==> src/rtl/multicycle_controller_pkg.sv <==
// Purpose: shared types and encodings for the multicycle RV32I-subset control path.
// Latency: n/a (declarations only).
// Backpressure: n/a.
//   state_t       : controller state, 4-bit encoding exported on the debug port
//   OP_*          : opcodes the controller recognises
//   ALU_*         : alu_control codes seen by the ALU
//   ALUOP_*       : coarse ALU request from the FSM to the ALU decoder
//   RES_/SRCA_/SRCB_/IMM_* : datapath mux encodings
package riscv_ctrl_pkg;

  typedef enum logic [3:0] {
    FETCH    = 4'd0,
    DECODE   = 4'd1,
    MEMADR   = 4'd2,
    MEMREAD  = 4'd3,
    MEMWB    = 4'd4,
    MEMWRITE = 4'd5,
    EXECR    = 4'd6,
    EXECI    = 4'd7,
    ALUWB    = 4'd8,
    BEQ      = 4'd9,
    JAL      = 4'd10,
    TRAP     = 4'd11
  } state_t;

  // Opcodes
  localparam logic [6:0] OP_LW  = 7'b0000011;
  localparam logic [6:0] OP_SW  = 7'b0100011;
  localparam logic [6:0] OP_R   = 7'b0110011;
  localparam logic [6:0] OP_I   = 7'b0010011;
  localparam logic [6:0] OP_BEQ = 7'b1100011;
  localparam logic [6:0] OP_JAL = 7'b1101111;

  // ALU operation codes driven to the ALU
  localparam logic [2:0] ALU_ADD = 3'b000;
  localparam logic [2:0] ALU_SUB = 3'b001;
  localparam logic [2:0] ALU_AND = 3'b010;
  localparam logic [2:0] ALU_OR  = 3'b011;
  localparam logic [2:0] ALU_SLT = 3'b101;

  // Coarse ALU request from the FSM
  localparam logic [1:0] ALUOP_ADD   = 2'b00;
  localparam logic [1:0] ALUOP_SUB   = 2'b01;
  localparam logic [1:0] ALUOP_FUNCT = 2'b10;

  // result_src
  localparam logic [1:0] RES_ALUOUT    = 2'b00;
  localparam logic [1:0] RES_DATA      = 2'b01;
  localparam logic [1:0] RES_ALURESULT = 2'b10;

  // alu_src_a
  localparam logic [1:0] SRCA_PC    = 2'b00;
  localparam logic [1:0] SRCA_OLDPC = 2'b01;
  localparam logic [1:0] SRCA_RD1   = 2'b10;

  // alu_src_b
  localparam logic [1:0] SRCB_RD2  = 2'b00;
  localparam logic [1:0] SRCB_IMM  = 2'b01;
  localparam logic [1:0] SRCB_FOUR = 2'b10;

  // imm_src
  localparam logic [1:0] IMM_I = 2'b00;
  localparam logic [1:0] IMM_S = 2'b01;
  localparam logic [1:0] IMM_B = 2'b10;
  localparam logic [1:0] IMM_J = 2'b11;

  // Immediate format follows the opcode alone, independent of state.
  function automatic logic [1:0] imm_decode(input logic [6:0] op);
    logic [1:0] imm;
    imm = IMM_I;
    case (op)
      OP_SW:   imm = IMM_S;
      OP_BEQ:  imm = IMM_B;
      OP_JAL:  imm = IMM_J;
      default: imm = IMM_I;
    endcase
    return imm;
  endfunction

endpackage

==> src/rtl/multicycle_controller_alu_decoder.sv <==
// Purpose: map the FSM's coarse ALU request plus funct fields to an ALU control code.
// Latency: purely combinational, zero cycles.
// Backpressure: none; output follows inputs.
//   alu_op      in  2  ALUOP_ADD / ALUOP_SUB / ALUOP_FUNCT
//   funct3      in  3  instr[14:12]
//   op5         in  1  instr[5], distinguishes R-type from I-type
//   funct7b5    in  1  instr[30]
//   alu_control out 3  ALU operation
module alu_decoder
  import riscv_ctrl_pkg::*;
(
  input  logic [1:0] alu_op,
  input  logic [2:0] funct3,
  input  logic       op5,
  input  logic       funct7b5,
  output logic [2:0] alu_control
);

  always_comb begin
    alu_control = ALU_ADD;
    case (alu_op)
      ALUOP_SUB: alu_control = ALU_SUB;
      ALUOP_FUNCT: begin
        case (funct3)
          // instr[30] only means sub for register-register ops; for addi
          // it is just an immediate bit.
          3'b000:  alu_control = (op5 & funct7b5) ? ALU_SUB : ALU_ADD;
          3'b010:  alu_control = ALU_SLT;
          3'b110:  alu_control = ALU_OR;
          3'b111:  alu_control = ALU_AND;
          default: alu_control = ALU_ADD;
        endcase
      end
      default: alu_control = ALU_ADD;
    endcase
  end

endmodule

==> src/rtl/multicycle_controller.sv <==
// Purpose: control FSM sequencing the multicycle RV32I-subset datapath, with instret counter.
// Latency: lw 5, sw 4, R/I 4, beq 3, jal 4 cycles when memory answers at once.
// Backpressure: FETCH, MEMREAD and MEMWRITE hold while mem_ready=0; each wait cycle adds one.
//   clk, rst         clock (rising) and asynchronous active-low reset
//   op/funct3/funct7b5  instruction fields from the IR; zero from the ALU
//   mem_ready        memory completed the current access
//   mem_req/adr_src/mem_write  memory interface control
//   ir_write/pc_write/reg_write  architectural state write enables
//   result_src/alu_src_a/alu_src_b/alu_control/imm_src  datapath selects
//   halted           high while trapped; instret retired count; state debug
module multicycle_controller
  import riscv_ctrl_pkg::*;
#(
  parameter bit TRAP_ON_ILLEGAL = 1'b1,
  parameter int CNT_BITS        = 32
) (
  input  logic                clk,
  input  logic                rst,
  input  logic [6:0]          op,
  input  logic [2:0]          funct3,
  input  logic                funct7b5,
  input  logic                zero,
  input  logic                mem_ready,
  output logic                mem_req,
  output logic                adr_src,
  output logic                mem_write,
  output logic                ir_write,
  output logic                pc_write,
  output logic                reg_write,
  output logic [1:0]          result_src,
  output logic [1:0]          alu_src_a,
  output logic [1:0]          alu_src_b,
  output logic [2:0]          alu_control,
  output logic [1:0]          imm_src,
  output logic                halted,
  output logic [CNT_BITS-1:0] instret,
  output logic [3:0]          state
);

  localparam logic [CNT_BITS-1:0] CNT_ONE = {{(CNT_BITS-1){1'b0}}, 1'b1};

  state_t              state_q, state_d;
  logic [CNT_BITS-1:0] instret_q;

  // Raw (pre-reset-gating) decodes
  logic       mem_req_m, mem_write_m, ir_write_m, reg_write_m;
  logic       pc_update, branch, retire;
  logic [1:0] alu_op;

  // State register and retired-instruction counter
  always_ff @(posedge clk or negedge rst) begin
    if (!rst) begin
      state_q   <= FETCH;
      instret_q <= '0;
    end else begin
      state_q <= state_d;
      if (retire) begin
        instret_q <= instret_q + CNT_ONE;
      end
    end
  end

  // Next-state and Moore output decode
  always_comb begin
    state_d     = state_q;
    mem_req_m   = 1'b0;
    adr_src     = 1'b0;
    mem_write_m = 1'b0;
    ir_write_m  = 1'b0;
    reg_write_m = 1'b0;
    pc_update   = 1'b0;
    branch      = 1'b0;
    retire      = 1'b0;
    result_src  = RES_ALUOUT;
    alu_src_a   = SRCA_PC;
    alu_src_b   = SRCB_RD2;
    alu_op      = ALUOP_ADD;

    unique case (state_q)
      FETCH: begin
        // PC+4 is computed while the instruction is read; both the IR and
        // the PC are loaded on the cycle memory returns the word.
        mem_req_m  = 1'b1;
        alu_src_b  = SRCB_FOUR;
        result_src = RES_ALURESULT;
        ir_write_m = mem_ready;
        pc_update  = mem_ready;
        if (mem_ready) begin
          state_d = DECODE;
        end
      end

      DECODE: begin
        // OldPC + imm: the branch target is ready in ALUOut for BEQ.
        alu_src_a = SRCA_OLDPC;
        alu_src_b = SRCB_IMM;
        case (op)
          OP_LW, OP_SW: state_d = MEMADR;
          OP_R:         state_d = EXECR;
          OP_I:         state_d = EXECI;
          OP_BEQ:       state_d = BEQ;
          OP_JAL:       state_d = JAL;
          default: begin
            if (TRAP_ON_ILLEGAL) begin
              state_d = TRAP;
            end else begin
              state_d = FETCH;
              retire  = 1'b1;
            end
          end
        endcase
      end

      MEMADR: begin
        alu_src_a = SRCA_RD1;
        alu_src_b = SRCB_IMM;
        state_d   = op[5] ? MEMWRITE : MEMREAD;
      end

      MEMREAD: begin
        mem_req_m = 1'b1;
        adr_src   = 1'b1;
        if (mem_ready) begin
          state_d = MEMWB;
        end
      end

      MEMWB: begin
        result_src  = RES_DATA;
        reg_write_m = 1'b1;
        retire      = 1'b1;
        state_d     = FETCH;
      end

      MEMWRITE: begin
        // Write strobe stays up through the accepting cycle.
        mem_req_m   = 1'b1;
        adr_src     = 1'b1;
        mem_write_m = 1'b1;
        if (mem_ready) begin
          retire  = 1'b1;
          state_d = FETCH;
        end
      end

      EXECR: begin
        alu_src_a = SRCA_RD1;
        alu_src_b = SRCB_RD2;
        alu_op    = ALUOP_FUNCT;
        state_d   = ALUWB;
      end

      EXECI: begin
        alu_src_a = SRCA_RD1;
        alu_src_b = SRCB_IMM;
        alu_op    = ALUOP_FUNCT;
        state_d   = ALUWB;
      end

      ALUWB: begin
        reg_write_m = 1'b1;
        retire      = 1'b1;
        state_d     = FETCH;
      end

      BEQ: begin
        alu_src_a = SRCA_RD1;
        alu_src_b = SRCB_RD2;
        alu_op    = ALUOP_SUB;
        branch    = 1'b1;
        retire    = 1'b1;
        state_d   = FETCH;
      end

      JAL: begin
        // PC takes the target held in ALUOut while the ALU forms OldPC+4
        // for the link register; ALUWB then retires the instruction.
        alu_src_a = SRCA_OLDPC;
        alu_src_b = SRCB_FOUR;
        pc_update = 1'b1;
        state_d   = ALUWB;
      end

      TRAP: begin
        state_d = TRAP;
      end

      default: begin
        state_d = FETCH;
      end
    endcase
  end

  alu_decoder u_alu_decoder (
    .alu_op      (alu_op),
    .funct3      (funct3),
    .op5         (op[5]),
    .funct7b5    (funct7b5),
    .alu_control (alu_control)
  );

  // Strobes are killed combinationally so an asserted reset silences the
  // datapath in the same cycle, even while FETCH would echo mem_ready.
  assign mem_req   = rst & mem_req_m;
  assign mem_write = rst & mem_write_m;
  assign ir_write  = rst & ir_write_m;
  assign reg_write = rst & reg_write_m;
  assign pc_write  = rst & (pc_update | (branch & zero));

  assign imm_src = imm_decode(op);
  assign halted  = (state_q == TRAP);
  assign instret = instret_q;
  assign state   = state_q;

endmodule

==> config.mk <==
export PLATFORM = sky130hd
export DESIGN_NAME = multicycle_controller
export DESIGN_NICKNAME = d
export VERILOG_FILES = /design/src/rtl/multicycle_controller_pkg.sv /design/src/rtl/multicycle_controller_alu_decoder.sv /design/src/rtl/multicycle_controller.sv
export SDC_FILE = /design/constraint.sdc
export NUM_CORES = 1
export LEC_CHECK = 0
export CAP_MARGIN = 20
export CORE_UTILIZATION = 48
export DETAILED_ROUTE_END_ITERATION = 8
export PLACE_DENSITY = 0.9
export SYNTH_ARGS = -nofsm -noshare
export SYNTH_HDL_FRONTEND = slang
export SYNTH_SLANG_ARGS = --single-unit
==> constraint.sdc <==
create_clock -name clk -period 1.7 [get_ports clk]
set_input_delay 0.255 -clock clk [delete_from_list [all_inputs] [get_ports clk]]
set_output_delay 0.255 -clock clk [all_outputs]
set_load 0.02 [all_outputs]
Yosys cells after proc, flatten, opt, wreduce, memory -nomap -nowiden
Index checks and enable logic that the tools add are counted.
{ "word_totals": {"out_inout_bits": 54, "regBits": 36} }
{ "classes": {"bitwise_logic": 8, "n_eq_ne": 25, "reduce_logical": 14, "add_sub_neg": 1, "n_mux": 23} }
{ "op_table": {"columns": ["cell", "n"], "rows": [
  ["$add A32 B1 Y32 const B", 1],
  ["$pmux W4 S7", 1],
  ["$pmux W4 S5", 1],
  ["$eq A4 B3 Y1 const B", 4],
  ["$eq A4 B4 Y1 const B", 4],
  ["$pmux W2 S2", 4],
  ["$eq A7 B6 Y1 const B", 2],
  ["$eq A7 B7 Y1 const B", 2],
  ["$mux W4", 3],
  ["$pmux W3 S4", 1],
  ["$reduce_or A2 Y1", 6],
  ["$reduce_or A3 Y1", 4],
  ["$eq A4 B2 Y1 const B", 2],
  ["$mux W1", 8],
  ["$and A1 B1 Y1", 7],
  ["$eq A7 B2 Y1 const B", 1],
  ["$eq A7 B5 Y1 const B", 1],
  ["$eq A3 B3 Y1 const B", 2],
  ["$ne A2 B2 Y1 const B", 3],
  ["$pmux W2 S3", 1],
  ["$pmux W3 S2", 1],
  ["$eq A4 B1 Y1 const B", 1],
  ["$logic_not A4 Y1", 1],
  ["$pmux W1 S2", 2],
  ["other kinds (8)", 8]
]} }

Logic depth before layout (Yosys ltp)
Gate-level depths: netlist of the first run.
{ "depth": {"depth_word": 5, "depth_mapped": 7, "depth_no_buf": 6} }

Hierarchy
Synthesis of the first run repeated with hierarchy kept, for this count alone.
{ "unflattened": {"cells_unflattened": 222, "hier_area_um2": 2103.3} }
{ "modules_own_cells": {"columns": ["mod", "area_each_um2", "instances", "cells_per_inst"], "rows": [
  ["multicycle_controller", 2006.9, 1, 211],
  ["alu_decoder", 96.3, 1, 11]
]} }

Worst setup path after synthesis of the first run
Ideal clock, no wire load.
{ "synth_timing": {"kind": "reg2out", "start": "reg state_q[3] (netlist: state[3])", "end": "out ir_write", "path_slack_ns": -0.491, "path_stages_with_launch": 5, "required_ns": 1.445, "arrival_ns": 1.936, "cell_sequence": "dfrtp_1 -> buf_2 -> clkbuf_1 -> nor4_1 -> and3_1"} }
{ "synth_between": {"elab_chain_cells": 3} }
{ "synth_rtl": {"columns": ["item", "line_no", "text"], "rows": [
  ["start: declaration", "multicycle_controller.sv:42", "state_t state_q, state_d;"],
  ["start signal: assignment", "multicycle_controller.sv:56", "state_q <= state_d;"],
  ["$logic_not A4 Y1", "multicycle_controller.sv:79", "unique case (state_q)"],
  ["$mux W1", "multicycle_controller.sv:79", null],
  ["$and A1 B1 Y1", "multicycle_controller.sv:206", "assign ir_write = rst & ir_write_m;"],
  ["end: declaration", "multicycle_controller.sv:27", "output logic ir_write,"]
]} }
No other way between the ends.

Worst setup path after layout of the first run
{ "layout_timing": {"start": "reg state_q[1] (netlist: state[1])", "end": "reg instret_q[21] (netlist: instret[21])"} }
{ "layout_between": {"elab_chain_cells": 3, "elab_cells_between_ends": 6} }
{ "layout_rtl": {"columns": ["item", "line_no", "text"], "rows": [
  ["$eq A4 B4 Y1 / $eq A4 B3 Y1 (equally long branches)", "multicycle_controller.sv:79", null],
  ["$reduce_or A3 Y1 (no source line)", null, null],
  ["$pmux W1 S2 *", "multicycle_controller.sv:79", null],
  ["end signal: assignment", "multicycle_controller.sv:58", "instret_q <= instret_q + CNT_ONE;"],
  ["end: declaration", "multicycle_controller.sv:43", "logic [CNT_BITS-1:0] instret_q;"]
]} }
Mark *: on every way between the ends. The rest lies on a longest branch, timed or not.
A chain may end at the register's enable or synchronous reset.

==> impl_metrics.env, run 1 <==
export IMPL_clock_path_buffers=2
export IMPL_wl_per_cell_um=19.86
export IMPL_die_w_um=73.84
export IMPL_ys_seq_area_share_pct=36.36
export IMPL_clk_latency_ns=0.30
export IMPL_drc=0
export IMPL_drv_slew=0
export IMPL_core_um2=4848
export IMPL_required_ns=1.90
export IMPL_tightest_slew_ns=0.4908
export IMPL_dp_slack_ns=-0.5356
export IMPL_setup_viol=36
export IMPL_multi_input_area_um2=1841
export IMPL_slowest_delay_ns=0.47
export IMPL_status="finished, violations left"
export IMPL_setup_ws_ns=-0.2540
export IMPL_path_clk_slew_ns=0.07
export IMPL_cp_end_kind="register"
export IMPL_cts_hold_buf=0
export IMPL_grtUsageTotal_pct=28.50
export IMPL_gp_congestion=0.8408
export IMPL_fin_setup_tns_ns=-4.354
export IMPL_synth_cells=239
export IMPL_gr_total_overflow=0
export IMPL_synth_edf_count=0
export IMPL_start_kind="register"
export IMPL_cts_sinks=36
export IMPL_row_count=25
export IMPL_synth_area_leaders="dfrtp_1, xor2_1, nor4_2"
export IMPL_dp_hpwl_um=4549
export IMPL_synth_main_ff_cell="dfrtp_1"
export IMPL_syn_nets=257
export IMPL_ys_warn_count=0
export IMPL_grt_pass1_vias=2412
export IMPL_period_minus_slack_ns=1.954
export IMPL_ys_ff_latch=36
export IMPL_fp_dieH_um=73.84
export IMPL_hold_viol_final=0
export IMPL_finalClockSkew_ns=0.005096
export IMPL_dieArea_um2=5452
export IMPL_async_flop_share_pct=100.0
export IMPL_nets=380
export IMPL_crit_slowest_cell="dfrtp_2"
export IMPL_grt_max_degree=37
export IMPL_drv_cap=0
export IMPL_p_total_uw=5351
export IMPL_regArea_um2=904.6
export IMPL_htree_levels=2
export IMPL_cts_tree="done"
export IMPL_area_delta_synth_final_pct=69.19
export IMPL_boundaryPins=69
export IMPL_critPathBufInv=3
export IMPL_ys_top_cells_by_count="dfrtp_1, xor2_1, nand2_1, nor4_2, nand3_1"
export IMPL_yosysUniqueCellTypes=52
export IMPL_syn_area_um2=2477
export IMPL_cts_buffers=5
export IMPL_antenna_found_initial=0
export IMPL_cp_arrival_ns=2.16
export IMPL_vdd_ir_drop_max_mv=1.131
export IMPL_diodes=0
export IMPL_yosys_area_top_type="dfrtp_1"
export IMPL_root_buffer="clkbuf_8"
export IMPL_path_cells="buf_4, buf_6, and2b_1, nand4_4, buf_8, nor4_4, xor2_1"
export IMPL_drt_pass1_iter_count=4
export IMPL_synth_most_common_cell="dfrtp_1"
export IMPL_finalCritPeriodShare_pct=114.9
export IMPL_violations="setup timing"
export IMPL_leakage_uw=0.002208
export IMPL_critPathTopFamily="simple AND/OR/NAND/NOR gates"
export IMPL_avgSynthCellArea_um2=10.37
export IMPL_grt_pass1_wl_um=11690
export IMPL_routed_wl_um=8521
export IMPL_worstPathMaxFanout=6
export IMPL_rsz0062_at_grt="true"
export IMPL_start_util_pct=51.10
export IMPL_crit_type="register to register"
export IMPL_utilization_pct=86.45
export IMPL_fmax_ghz=0.5118
export IMPL_drtIter0Drc=182
export IMPL_fillers=239
export IMPL_vias=2489
export IMPL_synth_top_area_share_pct=36.36
export IMPL_relSlewSlack_pct=67.18
export IMPL_drive_above_1_share_pct=45.03
export IMPL_hold_class="input port to async pin"
export IMPL_port_buffers=68
export IMPL_powerDensity_nw_per_um2=1277
export IMPL_whs_ns=0.1031
export IMPL_vias_per_cell=5.802
export IMPL_final_antenna_net_count=0
repair_timing:
action	in CTS	in global routing
gates cloned	1	0
pin swaps	26	33
resized for setup	140	44
endpoints found under the setup margin	44	55
setup buffers	4	16
cell usage in the layout (no fill, tap or decap), types with 3 or more instances in the layout:
master | Yosys | routed
nor2_2 | 0 | 3
nand2_1 | 17 | 14
buf_12 | 0 | 3
nand4_4 | 3 | 3
nand3_1 | 12 | 12
inv_1 | 8 | 6
dlygate4sd2_1 | 0 | 7
dfrtp_1 | 36 | 33
and3b_1 | 3 | 3
o21bai_1 | 3 | 3
a31oi_1 | 4 | 3
clkbuf_8 | 0 | 7
dlymetal6s2s_1 | 0 | 5
nor3_4 | 0 | 6
nand4_1 | 8 | 8
nor4_4 | 5 | 20
buf_4 | 0 | 55
xor2_1 | 30 | 30
nor2_1 | 11 | 5
clkdlybuf4s50_1 | 0 | 36
nor2_4 | 0 | 3
buf_6 | 3 | 17
nor3_1 | 6 | 3
buf_2 | 5 | 4
nor2b_4 | 0 | 3
a21oi_1 | 4 | 3
nor4b_4 | 0 | 3
and4_1 | 6 | 5
dfrtp_2 | 0 | 3
cell families (layout without fill, tap and decap cells):
logic type | after synthesis | count (layout) | synth area share [%]
simple gates | 121 | 121 | 38.99
mux | 1 | 1 | 0.4545
xor+xnor | 32 | 32 | 11.31
buf+inv | 23 | 146 | 5.303
fa+ha+maj | 3 | 3 | 1.515
flops | 36 | 36 | 36.36
compound gates | 23 | 23 | 6.061
power breakdown:
| group | total, uW | internal [uW] | leakage [uW] | switching [uW] |
|---|---|---|---|---|
| combinational | 3550 | 1610 | 0.00168 | 1940 |
| sequential | 1120 | 973 | 0.000481 | 151 |
| clock | 676 | 361 | 0.0000503 | 315 |
metal layers:
| metal | GRT usage [%] | routed length [um] |
|---|---|---|
| met2 | 53.82 | 4708 |
| met5 | 0 | 0 |
| met4 | 9.829 | 281 |
| met3 | 4.527 | 413 |
| met1 | 32.10 | 3119 |
path summary, 6_finish.rpt:
check	slack, ns	cells past startpoint	to	startpoint
min in group clk	0.47	1	instret[31]$_DFFE_PN0P_	instret[31]$_DFFE_PN0P_
worst max register to register	-0.25	7	instret[21]$_DFFE_PN0P_	state[1]$_DFFE_PN0P_
worst min register to register	0.47	1	instret[31]$_DFFE_PN0P_	instret[31]$_DFFE_PN0P_
worst max-delay path	-0.25	7	instret[21]$_DFFE_PN0P_	state[1]$_DFFE_PN0P_
max in group asynchronous	1.25	2	state[1]$_DFFE_PN0P_	rst
worst min-delay path	0.10	2	instret[2]$_DFFE_PN0P_	rst
through the flow:
stage	area, um2	std cells
2_1_floorplan	2576	239
3_3_place_gp	3582	402
3_5_place_dp	3582	402
4_1_cts	3900	414
5_1_grt	4192	429
6_report	4192	429
layout make-up:
type,count,share of cell area (%)
Inverter,8,0.7164
Timing Repair Buffer,131,29.49
Clock buffer,7,2.299
Tap cell,67,2.000
Multi-Input combinational cell,180,43.91
Sequential cell,36,21.58
state kept, by name, indices dropped and copies added (netlist names):
name     flops
state        4
instret     32
No activity file was read; power rests on OpenSTA's default activity.
==> run 2: changes to the inputs <==
- CTS_CLUSTER_DIAMETER: unset -> 30
- CTS_CLUSTER_SIZE: unset -> 40
- REMOVE_ABC_BUFFERS: unset -> 1
==> run 2 against run 1 <==
Register-to-register slack got worse by 0.14 ns; combinational power rose by 25%; critical path type unchanged; clock skew rose by 0.0033 ns; via count rose by 18%; first-iteration DRC count rose to 2.6 times the previous value; the run still ends with setup timing left.
==> impl_metrics.env, run 2 (synthesized netlist as in run 1, its figures left out) <==
export IMPL_period_minus_slack_ns=2.098
export IMPL_fin_setup_tns_ns=-10.02
export IMPL_cp_end_kind="register"
export IMPL_hold_class="register to register"
export IMPL_violations="setup timing"
export IMPL_diodes=0
export IMPL_cts_sinks=36
export IMPL_cp_arrival_ns=2.27
export IMPL_relSlewSlack_pct=64.28
export IMPL_htree_levels=2
export IMPL_cts_tree="done"
export IMPL_p_total_uw=6376
export IMPL_critPathBufInv=0
export IMPL_grtUsageTotal_pct=33.09
export IMPL_leakage_uw=0.002439
export IMPL_antenna_found_initial=0
export IMPL_die_w_um=73.84
export IMPL_boundaryPins=69
export IMPL_nets=394
export IMPL_grt_pass1_vias=2690
export IMPL_area_delta_synth_final_pct=81.06
export IMPL_fmax_ghz=0.4767
export IMPL_worstPathMaxFanout=5
export IMPL_tightest_slew_ns=0.5342
export IMPL_met3_length_um=1119
export IMPL_largest_register_ffs=32
export IMPL_powerDensity_nw_per_um2=1421
export IMPL_start_util_pct=51.10
export IMPL_status="finished, violations left"
export IMPL_wl_met1_um=3924
export IMPL_port_buffers=68
export IMPL_drv_cap=0
export IMPL_finalCritPeriodShare_pct=123.4
export IMPL_drc=0
export IMPL_dieArea_um2=5452
export IMPL_root_buffer="clkbuf_8"
export IMPL_vias_per_cell=6.613
export IMPL_cts_buffers=5
export IMPL_path_cells="ha_1, and4_4, nand4_4, nor4_4, xor2_1"
export IMPL_drv_slew=0
export IMPL_required_ns=1.87
export IMPL_holdCritStartpoint="instret[20]$_DFFE_PN0P_"
export IMPL_grt_pass1_wl_um=13340
export IMPL_drive_above_1_share_pct=47.75
export IMPL_fp_dieH_um=73.84
export IMPL_final_cell_mix="buf_4, dfrtp_1, clkdlybuf4s50_1, xor2_1, buf_6"
export IMPL_crit_slowest_cell="dfrtp_1"
export IMPL_finalClockSkew_ns=0.008395
export IMPL_gr_total_overflow=0
export IMPL_slowest_delay_ns=0.39
export IMPL_dp_hpwl_um=4541
export IMPL_gp_congestion=0.8967
export IMPL_reg2reg_from="instret[0]$_DFFE_PN0P_"
export IMPL_met2_length_um=5868
export IMPL_vdd_ir_drop_max_mv=1.289
export IMPL_path_clk_slew_ns=0.08
export IMPL_core_um2=4848
export IMPL_wl_per_cell_um=26.49
export IMPL_rsz0062_at_grt="true"
export IMPL_start_kind="register"
export IMPL_final_antenna_net_count=0
export IMPL_whs_ns=0.5089
export IMPL_hold_viol_final=0
export IMPL_vias=2936
export IMPL_clk_latency_ns=0.31
export IMPL_setup_ws_ns=-0.3977
export IMPL_top_layer_used="met4"
export IMPL_drt_pass1_iter_count=5
export IMPL_crit_start="instret[0]$_DFFE_PN0P_"
export IMPL_row_count=25
export IMPL_crit_type="register to register"
export IMPL_utilization_pct=92.52
export IMPL_grt_max_degree=29
export IMPL_setup_viol=53
export IMPL_drtIter0Drc=465
export IMPL_clock_path_buffers=2
export IMPL_layout_commonest_cell="buf_4"
export IMPL_routed_wl_um=11760
export IMPL_critPathTopFamily="simple AND/OR/NAND/NOR gates"
[run 2: metal layers]
layer / track usage, % / vias to the layer above
met2: 62.18 / 287
met4: 16.24 / 0
met1: 35.11 / 1411
li1: - / 1144
met5: 0 / -
met3: 6.036 / 94
[run 2: metrics by stage]
stage	instances	setup WS, ns	area (um2)
floorplan	224	-1.088	2376
global placement	402	-0.5322	3491
detailed placement	402	-0.5423	3491
CTS	432	-0.2336	4044
global route	444	-0.5610	4486
finish	444	-0.3977	4486
[run 2: what timing repair did]
action,CTS,global route
buffers inserted,18,14
cloned,3,2
endpoints found under the hold margin,8,0
gates resized for setup,144,87
hold buffers,1,0
setup endpoints to repair,33,60
pin swaps,26,48
[run 2: worst paths after layout]
kind	depth (start not counted)	end	slack (ns)
hold reg to reg	1	instret[20]$_DFFE_PN0P_	0.51
setup reg to reg	5	instret[28]$_DFFE_PN0P_	-0.40
hold / removal	1	instret[20]$_DFFE_PN0P_	0.51
setup / recovery	5	instret[28]$_DFFE_PN0P_	-0.40
min in group asynchronous	3	state[2]$_DFFE_PN0P_	0.60
max in group asynchronous	3	instret[21]$_DFFE_PN0P_	0.72
[run 2: cell type report]
| type | instances | area [um2] |
|---|---|---|
| Clock inverter | 2 | 35.03 |
| Sequential cell | 36 | 903.4 |
| Inverter | 8 | 30.03 |
| Timing Repair Buffer | 145 | 1490 |
| Multi-Input combinational cell | 180 | 1871 |
| Tap cell | 67 | 83.83 |
| Fill cell | 147 | 362.8 |
| Clock buffer | 6 | 72.57 |
[run 2: where the power goes]
part / switching, uW / internal [uW] / total [uW]
registers: 178 / 969 / 1150
logic: 2350 / 2090 / 4450
clock network: 348 / 436 / 784
total: 2880 / 3500 / 6380
[run 2: worst reg2reg max path, stage by stage, from the launching register on]
cell	delay, ns
dfrtp_1	0.39
ha_1	0.29
and4_4	0.31
nand4_4	0.25
nor4_4	0.35
xor2_1	0.38
==> run 3: changes to the inputs <==
- ABC_AREA: unset -> 1
- CORE_ASPECT_RATIO: unset -> 0.5
- CORE_UTILIZATION: 48 -> 49
- PLACE_DENSITY: 0.9 -> 0.91
==> run 3 against run 2 <==
The run still ends with setup timing left; fmax grew 2.5%; synthesized cell count grew 64%; global-route usage decreased by 4.7 points; clock power fell by 17%; routed wire length shrank 30%; clock-buffer cell count stayed put.
==> impl_metrics.env, run 3 <==
export IMPL_boundaryPins=69
export IMPL_syn_area_um2=2532
export IMPL_hold_class="input port to async pin"
export IMPL_ys_top_cells_by_count="nand2_1, nor2_1, inv_1, dfrtp_1, nand3_1"
export IMPL_vias_per_cell=5.179
export IMPL_drc=0
export IMPL_yosys_area_top_type="dfrtp_1"
export IMPL_nets=528
export IMPL_htree_levels=2
export IMPL_gr_total_overflow=0
export IMPL_finalCritPeriodShare_pct=120.4
export IMPL_cp_arrival_ns=1.79
export IMPL_clock_power_share_pct=13.7
export IMPL_vdd_ir_drop_max_mv=1.076
export IMPL_vias=3009
export IMPL_synth_top_area_share_pct=35.57
export IMPL_grt_max_degree=36
export IMPL_async_flop_share_pct=100.0
export IMPL_intPower_uw=2669
export IMPL_cp_end_kind="output port"
export IMPL_required_ns=1.44
export IMPL_worstPathMaxFanout=3
export IMPL_utilization_pct=79.70
export IMPL_synth_most_common_cell="nand2_1"
export IMPL_crit_path_frequent_cell="inv_2"
export IMPL_synth_area_leaders="dfrtp_1, nand2_1, nor2_1"
export IMPL_dp_slack_ns=-0.5404
export IMPL_synth_cells=391
export IMPL_ys_seq_area_share_pct=35.57
export IMPL_die_w_um=103.7
export IMPL_setup_viol=14
export IMPL_dieArea_um2=5477
export IMPL_port_buffers=68
export IMPL_drive_above_1_share_pct=26.61
export IMPL_swShare_pct=43.63
export IMPL_root_buffer="clkbuf_8"
export IMPL_start_util_pct=51.11
export IMPL_crit_type="register to output port"
export IMPL_antenna_found_initial=0
export IMPL_fp_dieH_um=52.84
export IMPL_layout_commonest_cell="nand2_1"
export IMPL_switching_power_uw=2066
export IMPL_dp_hpwl_um=5439
export IMPL_core_um2=4955
export IMPL_ys_ff_latch=36
export IMPL_synth_main_ff_cell="dfrtp_1"
export IMPL_drv_slew=0
export IMPL_relSlewSlack_pct=70.84
export IMPL_drtIter0Drc=161
export IMPL_fillers=329
export IMPL_area_delta_synth_final_pct=55.93
export IMPL_tightest_slew_ns=0.4375
export IMPL_drv_cap=0
export IMPL_diodes=0
export IMPL_cts_sinks=36
export IMPL_drt_pass1_iter_count=5
export IMPL_powerDensity_nw_per_um2=1199
export IMPL_path_cells="inv_2, nand2_2, inv_2, nand2_4, buf_6, ha_4, inv_4, nor3_4, nor2_1, a21oi_1, buf_4"
export IMPL_yosysUniqueCellTypes=28
export IMPL_gp_congestion=0.9826
export IMPL_final_antenna_net_count=0
export IMPL_grt_pass1_wl_um=12040
export IMPL_setup_ws_ns=-0.3462
export IMPL_seqPwrFrac_pct=23.2
export IMPL_pwr_share_comb_pct=63.1
export IMPL_status="finished, violations left"
export IMPL_hold_viol_final=0
export IMPL_clk_latency_ns=0.30
export IMPL_fin_setup_tns_ns=-2.563
export IMPL_start_kind="register"
export IMPL_largest_register_ffs=32
export IMPL_slowest_delay_ns=0.46
export IMPL_crit_start="state[2]$_DFFE_PN0P_"
export IMPL_routed_wl_um=8230
export IMPL_cts_buffers=5
export IMPL_crit_slowest_cell="dfrtp_1"
export IMPL_grtUsageTotal_pct=28.42
export IMPL_path_clk_slew_ns=0.08
export IMPL_grt_pass1_vias=2719
export IMPL_avgSynthCellArea_um2=6.477
export IMPL_placed_cells=558
export IMPL_ys_warn_count=0
export IMPL_finalClockSkew_ns=0.01136
export IMPL_final_cell_mix="nand2_1, nor2_1, clkdlybuf4s50_1, buf_4, inv_1"
export IMPL_period_minus_slack_ns=2.046
export IMPL_fin_cells=581
export IMPL_row_count=18
export IMPL_leakage_uw=0.001840
export IMPL_fmax_ghz=0.4887
export IMPL_cts_tree="done"
export IMPL_violations="setup timing"
export IMPL_clock_path_buffers=2
export IMPL_wl_per_cell_um=14.17
export IMPL_reg2reg_from="state[2]$_DFFE_PN0P_"
export IMPL_synth_edf_count=0
export IMPL_rsz0062_at_grt="true"
export IMPL_p_total_uw=4735
[run 3: cell type report]
class | count | area (um2) | area share, %
Multi-Input combinational cell | 301 | 1594 | 40.37
Inverter | 49 | 188.9 | 4.785
Clock inverter | 2 | 10.01 | 0.2535
Tap cell | 70 | 87.58 | 2.218
Timing Repair Buffer | 117 | 1084 | 27.44
Sequential cell | 36 | 902.1 | 22.85
Clock buffer | 6 | 82.58 | 2.091
[run 3: repair_timing]
| item | in CTS | in global routing |
|---|---|---|
| hold buffers | 1 | 0 |
| pin swaps | 9 | 10 |
| buffers inserted | 8 | 10 |
| endpoints found under the hold margin | 1 | 0 |
| setup endpoints to repair | 19 | 53 |
| cloned | 0 | 0 |
| resized for setup | 123 | 48 |
[run 3: routing by layer]
layer  wire length [um]  vias up  track usage, %
li1                   -     1441               -
met1               3260     1396           33.82
met3                591       34           5.590
met4                284        0           10.48
met5                  0        -               0
met2               4094      138           52.68
[run 3: power groups by stage]
stage / Sequential, uW / Clock, uW / Combinational, uW
floorplan: 1220 / 0 / 949
global placement: 1090 / 0 / 2200
detailed placement: 1100 / 0 / 2230
CTS: 1090 / 645 / 2470
global route: 1120 / 681 / 3170
finish: 1100 / 649 / 2990
[run 3: final timing paths]
check,to,slack (ns),depth (start not counted)
min in group clk,instret[18]$_DFFE_PN0P_,0.54,1
min reg2reg,instret[18]$_DFFE_PN0P_,0.54,1
max,alu_control[0],-0.35,11
max reg2reg,state[2]$_DFFE_PN0P_,-0.08,10
min,instret[0]$_DFFE_PN0P_,0.30,2
max in group asynchronous,instret[23]$_DFFE_PN0P_,0.74,3
[run 3: metrics by stage]
step                hold WS [ns]  area (um2)
floorplan               -0.04059        2482
global placement         0.08134        3513
detailed placement       0.08250        3513
CTS                       0.3011        3742
global route              0.3106        3949
finish                    0.3039        3949
[run 3: logic make-up (layout without fill, tap and decap cells)]
family	count (synthesis)	in the layout	share of synthesized area [%]
adders and majority gates	3	3	1.482
and+or+nand+nor	267	267	44.37
AOI/OAI and AO/OA	13	13	3.113
xor gates and xnor gates	18	18	6.225
DFF	36	36	35.57
buffers and inverters	54	174	9.239
[run 3: worst max-delay path, delay by kind of cell (launching register included)]
kind                     cells  cell delay, ns
buffers and inverters        5            0.45
AND/OR/NAND/NOR              4            0.32
AO/OA/AOI/OAI                1            0.13
flip-flops                   1            0.46
adder cells (fa/ha/maj)      1            0.14
